File: src/rtl/decmuxadd_pkg.sv
// ----------------------------------------------------------------------------
// decmuxadd_pkg : shared sizes, FSM state type and encodings for decmuxadd_arb
// Revision 1.0
// ----------------------------------------------------------------------------
`default_nettype none

package decmuxadd_pkg;

  localparam int c_n_req_def = 4;
  localparam int c_w_def     = 4;

  localparam logic [1:0] c_st_idle  = 2'b00;
  localparam logic [1:0] c_st_grant = 2'b01;
  localparam logic [1:0] c_st_add   = 2'b10;
  localparam logic [1:0] c_st_resp  = 2'b11;

  typedef enum logic [1:0] {
    S_IDLE  = c_st_idle,
    S_GRANT = c_st_grant,
    S_ADD   = c_st_add,
    S_RESP  = c_st_resp
  } state_e;

  // Width of a binary requester index; never zero even for a single requester.
  function automatic int idx_w(input int n);
    return (n > 1) ? $clog2(n) : 1;
  endfunction

endpackage

`default_nettype wire

File: src/rtl/decmuxadd_rr_pick.sv
// ----------------------------------------------------------------------------
// rr_pick : combinational round-robin picker, search starts at rr_ptr_i
// Revision 1.0
// ----------------------------------------------------------------------------
`default_nettype none

module rr_pick
  import decmuxadd_pkg::*;
#(
  parameter int N_REQ = c_n_req_def,
  parameter int IDW   = idx_w(c_n_req_def)
) (
  input  logic [N_REQ-1:0] req_i,
  input  logic [IDW-1:0]   rr_ptr_i,
  output logic [N_REQ-1:0] gnt_o,
  output logic [IDW-1:0]   idx_o
);

  logic [IDW-1:0] w_cand;
  logic           w_found;

  always_comb begin
    gnt_o   = '0;
    idx_o   = '0;
    w_found = 1'b0;
    w_cand  = '0;
    for (int k = 0; k < N_REQ; k++) begin
      w_cand = IDW'((int'(rr_ptr_i) + k) % N_REQ);
      if (!w_found && req_i[w_cand]) begin
        w_found       = 1'b1;
        gnt_o[w_cand] = 1'b1;
        idx_o         = w_cand;
      end
    end
  end

endmodule

`default_nettype wire

File: src/rtl/decmuxadd_arb.sv
// ----------------------------------------------------------------------------
// decmuxadd_arb : round-robin arbiter feeding a shared registered adder
// Revision 1.0
// ----------------------------------------------------------------------------
`default_nettype none

module decmuxadd_arb
  import decmuxadd_pkg::*;
#(
  parameter int N_REQ = c_n_req_def,
  parameter int W     = c_w_def
) (
  input  logic               clk,
  input  logic               rst,
  input  logic [N_REQ-1:0]   req,
  input  logic [N_REQ*W-1:0] opx,
  input  logic [N_REQ*W-1:0] opy,
  input  logic [N_REQ-1:0]   cin,
  output logic [N_REQ-1:0]   gnt,
  output logic               res_valid,
  input  logic               res_ready,
  output logic [W-1:0]       res_sum,
  output logic               res_co,
  output logic [1:0]         res_id,
  output logic               busy
);

  localparam int IDW = idx_w(N_REQ);

  state_e           state_q;
  logic [IDW-1:0]   rr_ptr_q;
  logic [IDW-1:0]   rr_ptr_d;
  logic [W-1:0]     x_q;
  logic [W-1:0]     y_q;
  logic             ci_q;
  logic [IDW-1:0]   id_q;
  logic [N_REQ-1:0] gnt_q;
  logic             res_valid_q;
  logic [W-1:0]     res_sum_q;
  logic             res_co_q;
  logic [1:0]       res_id_q;
  logic             busy_q;
  logic [W:0]       sum_d;

  logic [N_REQ-1:0] w_pick_gnt;
  logic [IDW-1:0]   w_pick_idx;

  rr_pick #(
    .N_REQ (N_REQ),
    .IDW   (IDW)
  ) u_rr_pick (
    .req_i    (req),
    .rr_ptr_i (rr_ptr_q),
    .gnt_o    (w_pick_gnt),
    .idx_o    (w_pick_idx)
  );

  assign rr_ptr_d = IDW'((int'(w_pick_idx) + 1) % N_REQ);
  assign sum_d    = {1'b0, x_q} + {1'b0, y_q} + {{W{1'b0}}, ci_q};

  // Operands are captured only at the arbitration edge; later req/operand
  // activity cannot disturb a transaction in flight.
  always_ff @(posedge clk or posedge rst) begin
    if (rst) begin
      state_q     <= S_IDLE;
      rr_ptr_q    <= '0;
      x_q         <= '0;
      y_q         <= '0;
      ci_q        <= 1'b0;
      id_q        <= '0;
      gnt_q       <= '0;
      res_valid_q <= 1'b0;
      res_sum_q   <= '0;
      res_co_q    <= 1'b0;
      res_id_q    <= '0;
      busy_q      <= 1'b0;
    end else begin
      case (state_q)
        S_IDLE: begin
          if (|req) begin
            x_q      <= opx[w_pick_idx*W +: W];
            y_q      <= opy[w_pick_idx*W +: W];
            ci_q     <= cin[w_pick_idx];
            id_q     <= w_pick_idx;
            rr_ptr_q <= rr_ptr_d;
            gnt_q    <= w_pick_gnt;
            busy_q   <= 1'b1;
            state_q  <= S_GRANT;
          end
        end
        S_GRANT: begin
          gnt_q   <= '0;
          state_q <= S_ADD;
        end
        S_ADD: begin
          {res_co_q, res_sum_q} <= sum_d;
          res_id_q    <= 2'(id_q);
          res_valid_q <= 1'b1;
          state_q     <= S_RESP;
        end
        S_RESP: begin
          if (res_ready) begin
            res_valid_q <= 1'b0;
            busy_q      <= 1'b0;
            state_q     <= S_IDLE;
          end
        end
        default: state_q <= S_IDLE;
      endcase
    end
  end

  assign gnt       = gnt_q;
  assign res_valid = res_valid_q;
  assign res_sum   = res_sum_q;
  assign res_co    = res_co_q;
  assign res_id    = res_id_q;
  assign busy      = busy_q;

endmodule

`default_nettype wire

File: config.mk
export PLATFORM = sky130hd
export DESIGN_NAME = decmuxadd_arb
export DESIGN_NICKNAME = d
export VERILOG_FILES = /design/src/rtl/decmuxadd_pkg.sv /design/src/rtl/decmuxadd_rr_pick.sv /design/src/rtl/decmuxadd_arb.sv
export SDC_FILE = /design/constraint.sdc
export NUM_CORES = 1
export LEC_CHECK = 0
export CAP_MARGIN = 20
export CORE_ASPECT_RATIO = 0.6
export CORE_MARGIN = 2
export CORE_UTILIZATION = 30
export DETAILED_ROUTE_END_ITERATION = 10
export GPL_TIMING_DRIVEN = 1
export PLACE_DENSITY = 0.61
export SYNTH_ARGS = -nofsm -noshare
export SYNTH_HDL_FRONTEND = slang
export SYNTH_SLANG_ARGS = --single-unit
File: constraint.sdc
create_clock -name clk -period 3.2 [get_ports clk]
set_input_delay 0.96 -clock clk [delete_from_list [all_inputs] [get_ports clk]]
set_output_delay 0.96 -clock clk [all_outputs]
set_load 0.1 [all_outputs]
# Word level (Yosys, flattened, before mapping)
# Index checks and enable logic that the tools add are counted.
[op_classes] n_addsub=6 magnitude_cmp=9 eq_ne=5 n_shift=2 mux=38 n_bitwise=3 n_reduce_logical=20
[ops] op="$shiftx 16x5->4" n=2
[ops] op="$mux 4" n=5
[ops] op="$lt 2x3->1 const B" n=5
[ops] op="$mux 1" n=14
[ops] op="$mux 2" n=6
[ops] op="$or 4x4->4" n=3
[ops] op="$bmux 1 s2" n=5
[ops] op="$demux 1 s2" n=4
[ops] op="$ge 2x1->1 const B" n=4
[ops] op="$pmux 2 s4" n=1
[ops] op="$pmux 4 s2" n=1
[ops] op="$reduce_and 2->1" n=4
[ops] op="$logic_and 1x1->1" n=7
[ops] op="$reduce_bool 2->1" n=3
[ops] op="$add 4x4->5" n=1
[ops] op="$add 5x1->5" n=1
[ops] op="$add 2x1->2 const B" n=2
[ops] op="$add 2x2->2 const B" n=2
[ops] op="$eq 2x2->1 const B" n=2
[ops] op="$ne 2x2->1 const B" n=2
[ops] op="$pmux 1 s2" n=2
[ops] op="$reduce_or 4->1" n=1
[ops] op="$logic_not 1->1" n=3
[ops] op="$reduce_and 3->1" n=1
[ops] op="2 further kinds" n=2
[word_totals] reg_bits=28 in_bits=43 output_inout_bits=13 wordCells=95

# Longest topological paths before layout
[logic_depth] word_depth=14 depth_mapped=12 depth_no_buf=8

# Cells and area by module
# Synthesis repeated with hierarchy kept, for this count alone.
[hier_totals] hier_cells=199 area_unflattened_um2=2072.0
[by_module_without_submodules] module="decmuxadd_arb" instances=1 cells_per_inst=134 area_each_um2=1582.8 seq_area_each_um2=700.7
[by_module_without_submodules] module="rr_pick" instances=1 cells_per_inst=65 area_each_um2=489.2 seq_area_each_um2=0.0

# Least setup slack after synthesis
# Ideal clock, no wire load.
[synth_path] path_type="input port to flip-flop" startpoint="input port req[0]" endpoint="register ci_q" setup_time_ns=0.138 arrival_time_ns=2.795 t_required_ns=3.062 slack_ns=0.267 stages=9 n_path_buf=3 cell_sequence="buf_2 -> mux4_2 -> o21ba_1 -> or3_1 -> buf_4 -> nand2_8 -> buf_12 -> mux2i_1 -> o221ai_1"
[synth_between] elab_chain_len=14 elab_cells_between_ends=25 cone_classes="17 x mux; 8 x reduce/logical"
[synth_rtl] element="from (decl)" line_no="decmuxadd_arb.sv:15" rtl="input logic [N_REQ-1:0] req,"
[synth_rtl] element="$bmux 1 s2" line_no="decmuxadd_rr_pick.sv:29" rtl="if (!w_found && req_i[w_cand]) begin"
[synth_rtl] element="$mux 1 (not written as such)" line_no="decmuxadd_rr_pick.sv:29"
[synth_rtl] element="$mux 1" line_no="decmuxadd_rr_pick.sv:29"
[synth_rtl] element="$logic_not 1->1" line_no="decmuxadd_rr_pick.sv:29"
[synth_rtl] element="$logic_and 1x1->1" line_no="decmuxadd_rr_pick.sv:29"
[synth_rtl] element="$mux 1" line_no="decmuxadd_rr_pick.sv:29"
[synth_rtl] element="$logic_not 1->1" line_no="decmuxadd_rr_pick.sv:29"
[synth_rtl] element="$logic_and 1x1->1" line_no="decmuxadd_rr_pick.sv:29"
[synth_rtl] element="$mux 1" line_no="decmuxadd_rr_pick.sv:29"
[synth_rtl] element="$logic_not 1->1" line_no="decmuxadd_rr_pick.sv:29"
[synth_rtl] element="$logic_and 1x1->1" line_no="decmuxadd_rr_pick.sv:29"
[synth_rtl] element="$mux 2" line_no="decmuxadd_rr_pick.sv:29"
[synth_rtl] element="$bmux 1 s2" line_no="decmuxadd_arb.sv:83" rtl="ci_q <= cin[w_pick_idx];"
[synth_rtl] element="$mux 1 (not written as such)" line_no="decmuxadd_arb.sv:83"
[synth_rtl] element="to (signal assigned)" line_no="decmuxadd_arb.sv:83"
[synth_rtl] element="to (decl)" line_no="decmuxadd_arb.sv:35" rtl="logic ci_q;"
# Several ways; a longest one is shown, not always the timed one. The select of a mux whose other input is x is not followed.
# A chain may end at the register's enable or synchronous reset.

# Worst setup path after layout
[layout_path] startpoint="input port req[3]" endpoint="register y_q[3]"
[layout_between] elab_chain_len=13 elab_cells_between_ends=24 cone_classes="1 x shift; 15 x mux; 8 x reduce/logical"
[layout_rtl] element="$bmux 1 s2" line_no="decmuxadd_rr_pick.sv:29"
[layout_rtl] element="$mux 1 (not written as such)" line_no="decmuxadd_rr_pick.sv:29"
[layout_rtl] element="$mux 1" line_no="decmuxadd_rr_pick.sv:29"
[layout_rtl] element="$logic_not 1->1" line_no="decmuxadd_rr_pick.sv:29"
[layout_rtl] element="$logic_and 1x1->1" line_no="decmuxadd_rr_pick.sv:29"
[layout_rtl] element="$mux 1" line_no="decmuxadd_rr_pick.sv:29"
[layout_rtl] element="$logic_not 1->1" line_no="decmuxadd_rr_pick.sv:29"
[layout_rtl] element="$logic_and 1x1->1" line_no="decmuxadd_rr_pick.sv:29"
[layout_rtl] element="$mux 1" line_no="decmuxadd_rr_pick.sv:29"
[layout_rtl] element="$logic_not 1->1" line_no="decmuxadd_rr_pick.sv:29"
[layout_rtl] element="$logic_and 1x1->1" line_no="decmuxadd_rr_pick.sv:29"
[layout_rtl] element="$mux 2" line_no="decmuxadd_rr_pick.sv:29"
[layout_rtl] element="$shiftx 16x5->4" line_no="decmuxadd_arb.sv:82" rtl="y_q <= opy[w_pick_idx*W +: W];"
[layout_rtl] element="to (signal assigned)" line_no="decmuxadd_arb.sv:82"
[layout_rtl] element="to (decl)" line_no="decmuxadd_arb.sv:34" rtl="logic [W-1:0] y_q;"
# Several ways; a longest one is shown, not always the timed one. The select of a mux whose other input is x is not followed.

==> impl_metrics.csv <==
group,metric,value,unit
outcome,status,"complete, no violations",
synthesis,synth_cells,211,
floorplan,core_area,0.00671,sq mm
clock_tree,cts_hold_buf,0,
place,gp_congestion,0.814,
synthesis,synth_seq_cells,28,
grt,use_met3,0.0358,
route,viasPerCell,4.92,
grt,use_met2,0.212,
sta,finalMaxSlewViolations,0,
route,drc,0,
power_and_ir_drop,power_density,1200,mW/mm^2
synthesis,ys_seq_area_frac,0.335,
sta,hold_viol,0,
grt,grt_pass1_vias,1737,
setup_path,startpoint_type,"input port",
grt,grt_util_met1,0.184,
place,port-buffer-count,55,
place,dpl_worst_slack,-0.161,ns
clock_tree,cts-root-buf,"clkbuf_16",
synthesis,synth-warning-count,0,
sta,timing.hold.ws,0.478,ns
clock_tree,cts.path.max_buffers,2,
min_path,hold_path.class,"reg -> reg",
clock_tree,clock_latency,0.26,ns
sta,rsz0062_at_grt,"false",
clock_tree,htreeDepth,1,
clock_tree,cts_sinks,28,
floorplan,ios,56,
place,dp_hpwl,3790,um
route,ant_nets,0,
setup_path,end_kind,"flip-flop",
synthesis,synth_area_leaders,"dfrtp_1, ha_1, mux2i_1",
floorplan,die_w,112,um
grt,grt_max_degree,29,
setup_path,critical_path_class,"in -> reg",
setup_path,crit_required,3.34,ns
route,drt_iter0_drc,49,
sta,layout_min_cycle_time,3.07,ns
route,wl_per_cell,13.0,um
sta,worstMarginPinSlew,0.431,ns
sta,fin_crit_sh,0.960,
floorplan,dieArea,0.00767,sq mm
synthesis,yosysTopAreaCell,"dfrtp_1",
final_layout,finish.instance_area,0.00295,sq mm
sta,maxSlewHeadroom,0.712,
power_and_ir_drop,ir_drop,0.466,mV
route,wl,4790,um
synthesis,syn_avg_cell_area,9.90,sq um
final_layout,syn2layout_area_growth,41.1,%
floorplan,start_util,0.312,
grt,grt_pass1_wl,8230,um
grt,globalRouteOverflowTotal,0,
clock_tree,cts_buffers,3,
sta,finClkSkew,0.00779,ns
clock_tree,tritoncts,"yes",
grt,track_usage,0.132,
synthesis,yosysUniqueCellTypes,45,
sta,fmax,325,MHz
floorplan,num_rows,23,
sta,timing.final.ws_setup,0.127,ns
synthesis,ys.flop_type,"dfrtp_1",
setup_path,crit_fanout,13,
final_layout,n_antenna_cell,0,
run,maxCapViolations,0,
route,vias,1810,
grt,antenna_found_initial,0,
sta,final-setup-viol-count,0,
place,placed_cell_area,0.00284,sq mm
final_layout,layout-drive-gt1-share,0.196,
synthesis,async_flop_share,1.00,
synthesis,synthesis.area,0.00209,sq mm
clock_tree,cts_resized,0,
floorplan,die_height,68.6,um
route,first_pass_iters,4,
synthesis,synthesis.nets,271,
clock_tree,cts_setup_buffers,0,
grt,busiest_layer,"met2",
final_layout,layout.nets,342,
setup_path,crit_arrival,3.21,ns
synthesis,netlist.area_leader.share,0.335,
synthesis,synth_edf_count,0,
power_and_ir_drop,p_leak,1.33,nW
power_and_ir_drop,power,3.53,mW
clock_tree,cts.clk_slew.worst_paths,0.07,ns
==> cells in the mapped netlist, drive strengths merged, types with 4 or more instances <==
library cell	instances
nand3b	4
a22o	4
mux2i	16
o21ai	12
mux2	6
ha	15
nor2b	4
dfrtp	28
a22oi	8
o221ai	6
clkbuf	6
inv	12
nand2	26
buf	6
nor2	8
a21oi	8
==> per-stage QoR <==
stage                     utilization  std cells  TNS [ns]
final                           0.440        368         0
after global routing            0.440        368         0
after CTS                       0.439        368         0
after detailed placement        0.423        364     -1.24
after global placement          0.423        364    -0.869
after floorplan                     -        211         0
==> layer usage <==
metal / wire [um] / share of wire / up-vias
met5: 0 / 0 / -
li1: - / - / 914
met3: 266 / 0.055 / 2
met1: 2590 / 0.54 / 848
met2: 1920 / 0.40 / 46
met4: 14 / 0.0029 / 0
==> path summary, 6_finish.rpt <==
| path | startpoint | endpoint | slack [ns] | cells after the start |
|---|---|---|---|---|
| setup / recovery | req[3] | y_q[3] | 0.13 | 8 |
| max in group asynchronous | rst | res_id[1] | 1.87 | 3 |
| min in group asynchronous | rst | id_q[0] | 1.07 | 3 |
| setup reg to reg | rr_ptr_q[0] | y_q[3] | 0.56 | 9 |
| hold / removal | id_q[1] | id_q[1] | 0.48 | 2 |
| hold reg to reg | id_q[1] | id_q[1] | 0.48 | 2 |
==> worst max-delay path, cell delays in order <==
cell and delay, ns:
clkdlybuf4s50_1 0.49, mux4_2 0.50, o21ba_1 0.21, or3_1 0.34, buf_4 0.19, nand2_8 0.14, mux2i_1 0.24, o221ai_1 0.14
==> cell families (layout without fill, tap and decap cells) <==
| kind of cell | Yosys count | after routing | synth area share |
|---|---|---|---|
| flip-flops | 28 | 28 | 0.335 |
| AND/OR/NAND/NOR | 53 | 53 | 0.131 |
| adder cells (fa/ha/maj) | 17 | 17 | 0.109 |
| multiplexers | 25 | 25 | 0.141 |
| AO/OA/AOI/OAI | 61 | 61 | 0.213 |
| XOR/XNOR | 3 | 3 | 0.0126 |
| buffers and inverters | 24 | 94 | 0.0581 |
==> placed cells by master, fill, tap and decap left out, drive strengths merged, types with 2 or more instances in the layout <==
cell and n:
a2111o 3, o21ai 12, a311oi 3, ha 15
fa 2, a22o 4, nand2 26, xnor2 3
mux2 6, mux4 3, mux2i 16, buf 36
and3 3, or2 2, a21boi 3, o221ai 6
a21o 2, a22oi 8, dfrtp 28, nor2b 4
a31oi 3, nand3b 4, o31ai 3, a21oi 8
clkdlybuf4s50 42, clkbuf 3, a211oi 2, inv 12
nor2 8
==> power breakdown <==
part | internal (mW) | switching [mW]
Clock | 0.249 | 0.122
Combinational | 1.01 | 1.51
Sequential | 0.533 | 0.106
Total | 1.79 | 1.74
==> flip-flops by register name, indices dropped and copies added, names as in the netlist <==
register,cells
busy,1
ci_q,1
gnt,4
id_q,2
res_co,1
res_id,2
res_sum,4
res_valid,1
rr_ptr_q,2
state_q,2
x_q,4
y_q,4
==> cell type report <==
cell class / count / area, sq um
fill: 665 / 3760
clock buffer: 3 / 75.1
clock inverter: 1 / 30.0
multi-input combinational: 159 / 1270
timing repair buffer: 78 / 716
inverter: 12 / 45.0
sequential: 28 / 701
tap: 87 / 109
Power figures use the tool's default switching activity.
